## src/rtl/rr_arb_bin_if.sv

```systemverilog
// rr_arb_bin_if: request bundle from WIDTH requesters plus the single output
// channel towards the consumer, shared by the arbiter and its environment.
interface rr_arb_bin_if #(
    parameter type DAT_T = logic [4-1:0],
    parameter int  WIDTH = 4
);
    localparam int WIDTH_LOG = $clog2(WIDTH);

    logic [WIDTH-1:0]     req_vld;
    logic [WIDTH-1:0]     req_rdy;
    DAT_T                 req_dat [WIDTH];
    logic                 out_vld;
    logic                 out_rdy;
    DAT_T                 out_dat;
    logic [WIDTH_LOG-1:0] out_bin;

    modport master (
        output req_vld, req_dat, out_rdy,
        input  req_rdy, out_vld, out_dat, out_bin
    );

    modport slave (
        input  req_vld, req_dat, out_rdy,
        output req_rdy, out_vld, out_dat, out_bin
    );
endinterface

```

## src/rtl/rr_arb_bin.sv

```systemverilog
// rr_arb_bin: round-robin arbiter with a one-deep registered output stage
// that reports the winning requester as a binary index next to its data.
module rr_arb_bin #(
    parameter type DAT_T = logic [4-1:0],
    parameter int  WIDTH = 4
) (
    input  logic         clk,
    input  logic         rst_n,
    rr_arb_bin_if.slave  bus
);
    localparam int WIDTH_LOG = $clog2(WIDTH);

    generate
        if (WIDTH < 2) begin : g_bad_width
            $fatal(1, "rr_arb_bin: WIDTH must be at least 2");
        end
    endgenerate

    logic [WIDTH_LOG-1:0] r_ptr;
    logic [WIDTH_LOG-1:0] r_out_bin;
    logic                 r_out_vld;
    DAT_T                 r_out_dat;
    logic [WIDTH_LOG-1:0] w_sel;
    logic                 w_load;

    // Modular add that stays below WIDTH even when WIDTH is not a power of 2.
    function automatic logic [WIDTH_LOG-1:0] wrap_add(input logic [WIDTH_LOG-1:0] p, input int k);
        int s;
        s = int'(p) + k;
        return WIDTH_LOG'(s >= WIDTH ? s - WIDTH : s);
    endfunction

    // Scan from the far end back to ptr so the nearest valid requester wins.
    always_comb begin
        w_sel = r_ptr;
        for (int k = WIDTH - 1; k >= 0; k--)
            if (bus.req_vld[wrap_add(r_ptr, k)]) w_sel = wrap_add(r_ptr, k);
    end

    assign w_load      = rst_n && |bus.req_vld && (!r_out_vld || bus.out_rdy);
    assign bus.req_rdy = w_load ? WIDTH'(1) << w_sel : '0;
    assign bus.out_vld = r_out_vld;
    assign bus.out_dat = r_out_dat;
    assign bus.out_bin = r_out_bin;

    always_ff @(posedge clk or negedge rst_n) begin
        if (!rst_n) begin
            r_out_vld <= 1'b0;
            r_out_dat <= '0;
            r_out_bin <= '0;
            r_ptr     <= '0;
        end else if (w_load) begin
            r_out_vld <= 1'b1;
            r_out_dat <= bus.req_dat[w_sel];
            r_out_bin <= w_sel;
            r_ptr     <= (w_sel == WIDTH_LOG'(WIDTH - 1)) ? '0 : w_sel + WIDTH_LOG'(1);
        end else if (bus.out_rdy) begin
            r_out_vld <= 1'b0;
        end
    end
endmodule

```

## src/flat_wrapper.sv

```systemverilog
// flat-port wrapper written by rule: the top's interface ports become plain ports
module rr_arb_bin_flat 
#(
    parameter type DAT_T = logic [4-1:0],
    parameter int  WIDTH = 4
)
  (clk, rst_n, bus_req_vld, bus_req_dat, bus_out_rdy, bus_req_rdy, bus_out_vld, bus_out_dat, bus_out_bin);
  rr_arb_bin_if #(.DAT_T(DAT_T), .WIDTH(WIDTH)) bus_i ();
  input  logic clk;
  input  logic rst_n;
  input wire logic [$bits(bus_i.req_vld)-1:0] bus_req_vld;
  input wire logic [$bits(bus_i.req_dat)-1:0] bus_req_dat;
  input wire logic [$bits(bus_i.out_rdy)-1:0] bus_out_rdy;
  output wire logic [$bits(bus_i.req_rdy)-1:0] bus_req_rdy;
  output wire logic [$bits(bus_i.out_vld)-1:0] bus_out_vld;
  output wire logic [$bits(bus_i.out_dat)-1:0] bus_out_dat;
  output wire logic [$bits(bus_i.out_bin)-1:0] bus_out_bin;
  assign bus_i.req_vld = bus_req_vld;
  assign bus_i.req_dat = {>>{bus_req_dat}};
  assign bus_i.out_rdy = bus_out_rdy;
  assign bus_req_rdy = bus_i.req_rdy;
  assign bus_out_vld = bus_i.out_vld;
  assign bus_out_dat = bus_i.out_dat;
  assign bus_out_bin = bus_i.out_bin;
  rr_arb_bin #(.DAT_T(DAT_T), .WIDTH(WIDTH)) u_core (.clk(clk), .rst_n(rst_n), .bus(bus_i));
endmodule
```

## config.mk

```make
export PLATFORM = sky130hd
export DESIGN_NAME = rr_arb_bin_flat
export DESIGN_NICKNAME = d
export VERILOG_FILES = /design/src/rtl/rr_arb_bin_if.sv /design/src/rtl/rr_arb_bin.sv /design/src/flat_wrapper.sv
export SDC_FILE = /design/constraint.sdc
export NUM_CORES = 1
export LEC_CHECK = 0
export ABC_AREA = 1
export CAP_MARGIN = 20
export CORE_AREA = 8 8 51 53
export CTS_BUF_LIST = sky130_fd_sc_hd__clkbuf_4 sky130_fd_sc_hd__clkbuf_8
export DETAILED_ROUTE_END_ITERATION = 10
export DIE_AREA = 0 0 59 61
export GPL_ROUTABILITY_DRIVEN = 0
export HOLD_SLACK_MARGIN = 0.03
export PLACE_DENSITY_LB_ADDON = 0.3
export SLEW_MARGIN = 20
export SYNTH_ARGS = -nofsm -noshare
export SYNTH_HDL_FRONTEND = slang
export SYNTH_SLANG_ARGS = --single-unit
```

## constraint.sdc

```tcl
create_clock -name clk -period 2.7 [get_ports clk]
set_input_delay 0.54 -clock clk [delete_from_list [all_inputs] [get_ports clk]]
set_output_delay 0.54 -clock clk [all_outputs]
set_load 0.05 [all_outputs]
```

==> run summary <==
max-slew violations -> 0
post-synth top area cell -> dfrtp_1
Initial Util -> 42.3%
pin count of the biggest net entering global routing -> 10
post-route core utilization -> 75.1%
CP delay by family, top -> simple AND/OR/NAND/NOR gates
Worst Path Required -> 2.16 ns
ANT nets after route -> 0
IO Count -> 34
sequential cell area fraction in the yosys report -> 28.9%
Post-synth top flop -> dfrtp_1
library cells used by synthesis -> 19
CP max FO -> 9
die height -> 61 um
GR Util All Layers -> 14.7%
initial antenna violation count -> 0
post-synth top area share -> 28.9%
clk_skew -> 0.00159 ns
Synth Cell Area -> 779 um2
Via density -> 4.99
Bufs and invs on worst path -> 3
Post-Synth Adder-Cell Area -> 0%
mux share of post-synthesis cell area -> 0%
Reg clk slew, reported paths -> 0.06 ns
CP most frequent cell -> nand2_1
final hold vios -> 0
largest family of logic cells by synthesized area -> simple AND/OR/NAND/NOR gates
Post-Syn Area per Cell -> 6.66 um2
min-delay worst type -> register to register
WL final -> 2.60 mm
Setup crit end kind -> output pin
Lkg Pwr -> 0.703 nW
first-pass GRT wire length -> 4.15 mm
FF/Latch Area -> 226 um2
CP max stage delay -> 0.51 ns
Cells after Synth -> 117
final global-route overflow total -> 0
vias in the first global route -> 1027
final layout net count -> 193
max-cap viol count -> 0
setup TNS -> 0 ns
Max rail drop VDD -> 979 uV
TritonCTS clock tree -> built
clk_lat worst skew -> 0.26 ns
f_max -> 0.390 GHz
final period utilization -> 95.0%
routed len/inst -> 13.2 um
IO Port Bufs -> 33
Ys Warns -> 0
Multi-input gate area -> 532 um2
cts hold-fix bufs -> 0
Synth Area in XOR/XNOR -> 0%
Crit. Startpoint -> u_core.r_ptr[0]$_DFFE_PN0P_
top area cells in the synthesized netlist -> dfrtp_1, nand2_1, nand3_1, nand2_2, inv_1
Simple-Gate Fraction of Synth Area -> 56.2%
r2r startpoint -> u_core.r_ptr[0]$_DFFE_PN0P_
H-tree Lvls -> 1
Clock Path Buffers -> 2
Slowest-stage cell, CP -> dfrtp_2
TritonRoute pass-1 iters -> 4
Setup CP Type -> register to output pin
commonest cells after routing, fill and taps aside -> nand2_1, nand3_1, clkdlybuf4s50_1
critical-path cell list -> inv_8, nand2_1, nand3_2, nand3_1, nand2_1, nand2_1, nand2_2, nand2_1, nand2_2, nand2_1, a21oi_2, buf_4, buf_12
Synth Net Count -> 140
Detail Placement HPWL -> 2.08 mm
fraction of layout cells with a size suffix above 1 -> 38.5%
status -> complete, no violations
CTS sink count -> 9
routed vias -> 979
DR DRC count -> 0
drt first-iter violations -> 40
RSZ-0062 raised after global routing -> false
Worst-Margin Slew -> 0.506 ns
FP Rows -> 16
Tmin final -> 2.57 ns
number of synthesized flops with an enable pin -> 0
post-synthesis compound-gate area fraction -> 5.78%
critical path arrival -> 2.03 ns
leading cell type in the layout, fill and taps excluded -> nand2_1
pwr dens -> 1430 nW/um2
Placeable Area -> 1840 um2
layout overhead on the synthesized area -> 77.4%
synthesized flop and latch total -> 9
Fill cells -> 133
crit start category -> register
die area -> 3600 um2
clock root buffer -> clkbuf_4
die width -> 59 um
hold path startpoint -> u_core.bus.out_dat[3]$_DFFE_PN0P_
cts bufs inserted -> 3
n_diodes -> 0
Worst slew margin -> 66.2%
final-report setup violation count -> 0
Async S/R FF share, synth -> 100%
cell type report:
type	instances	area share, %
inverter	14	4.34
clock buffer	4	2.17
timing repair buffer	49	36.2
sequential	9	16.4
tap	27	2.44
multi-input combinational	93	38.5
power by group:
group | switching (W) | internal, W | total [W]
sequential | 0.0000725 | 0.000198 | 0.000270
combinational | 0.000946 | 0.000654 | 0.00160
clock | 0.0000459 | 0.0000669 | 0.000113
sequential cells by signal (all words and copies together) (netlist names):
register	count
u_core.bus.out_bin	2
u_core.bus.out_dat	4
u_core.r_ptr	2
u_core.bus.out_vld	1
cells by family (layout without fill, tap and decap cells):
group | Yosys count | count (layout)
simple gates | 85 | 85
flops | 9 | 9
compound gates | 8 | 8
buf+inv | 15 | 67
path summary, 6_finish.rpt:
path,to,slack [ns],cells past startpoint
hold reg to reg,u_core.bus.out_dat[3]$_DFFE_PN0P_,0.49,2
setup reg to reg,u_core.bus.out_dat[0]$_DFFE_PN0P_,0.86,15
min in group asynchronous,u_core.bus.out_vld$_DFFE_PN0P_,0.60,2
hold / removal,u_core.bus.out_dat[3]$_DFFE_PN0P_,0.49,2
max in group asynchronous,u_core.r_ptr[0]$_DFFE_PN0P_,1.96,2
setup / recovery,bus_req_rdy[3],0.13,13
synthesized netlist by cell type (2+ instances only):
master	count
inv_1	10
nand2_1	38
nand2_4	2
dfrtp_1	9
o21ai_0	3
nand3_1	27
inv_2	3
nand2_2	12
nor2_1	2
o21ai_1	2
routing by layer:
metal / part of all wire [%] / wire, um / up-vias / global-route usage (%)
met5: 0 / 0 / - / 0
met4: 1.6 / 41 / 0 / 7.51
met3: 3.5 / 90 / 5 / 1.48
met2: 57 / 1470 / 29 / 28.2
met1: 38 / 988 / 464 / 15.5
li1: - / - / 481 / -
repair_timing:
action	CTS	global route
gates resized for setup	4	21
buffers inserted	0	4
gates cloned	0	0
endpoints found under the setup margin	3	4
hold endpoints to repair	0	0
pin swaps	0	8
worst reg2reg max path, cell delays in order (launching register included):
cell and delay, ns:
dfrtp_2 0.51, inv_8 0.12, nand2_1 0.09, nand3_2 0.09, nand2_1 0.05, inv_1 0.06, nand2_2 0.06, nand2_4 0.09
nand2_4 0.05, nand2_4 0.09, nand2_8 0.06, buf_4 0.17, nand2_1 0.06, nand3_1 0.08, nand3_1 0.09, nand2_1 0.06
per-stage QoR:
step           hold slack (ns)  std cells  total power, W  setup WS [ns]  cell area, um2
2_1_floorplan            0.244        117         0.00119          0.108             779
5_1_grt                  0.518        196         0.00212         0.0565            1380
3_3_place_gp             0.470        188         0.00163        -0.0218            1260
3_5_place_dp             0.466        188         0.00167         -0.105            1260
6_report                 0.492        196         0.00198          0.134            1380
4_1_cts                  0.494        192         0.00182        -0.0208            1310
Note: power is estimated with default switching activity, not from simulation.
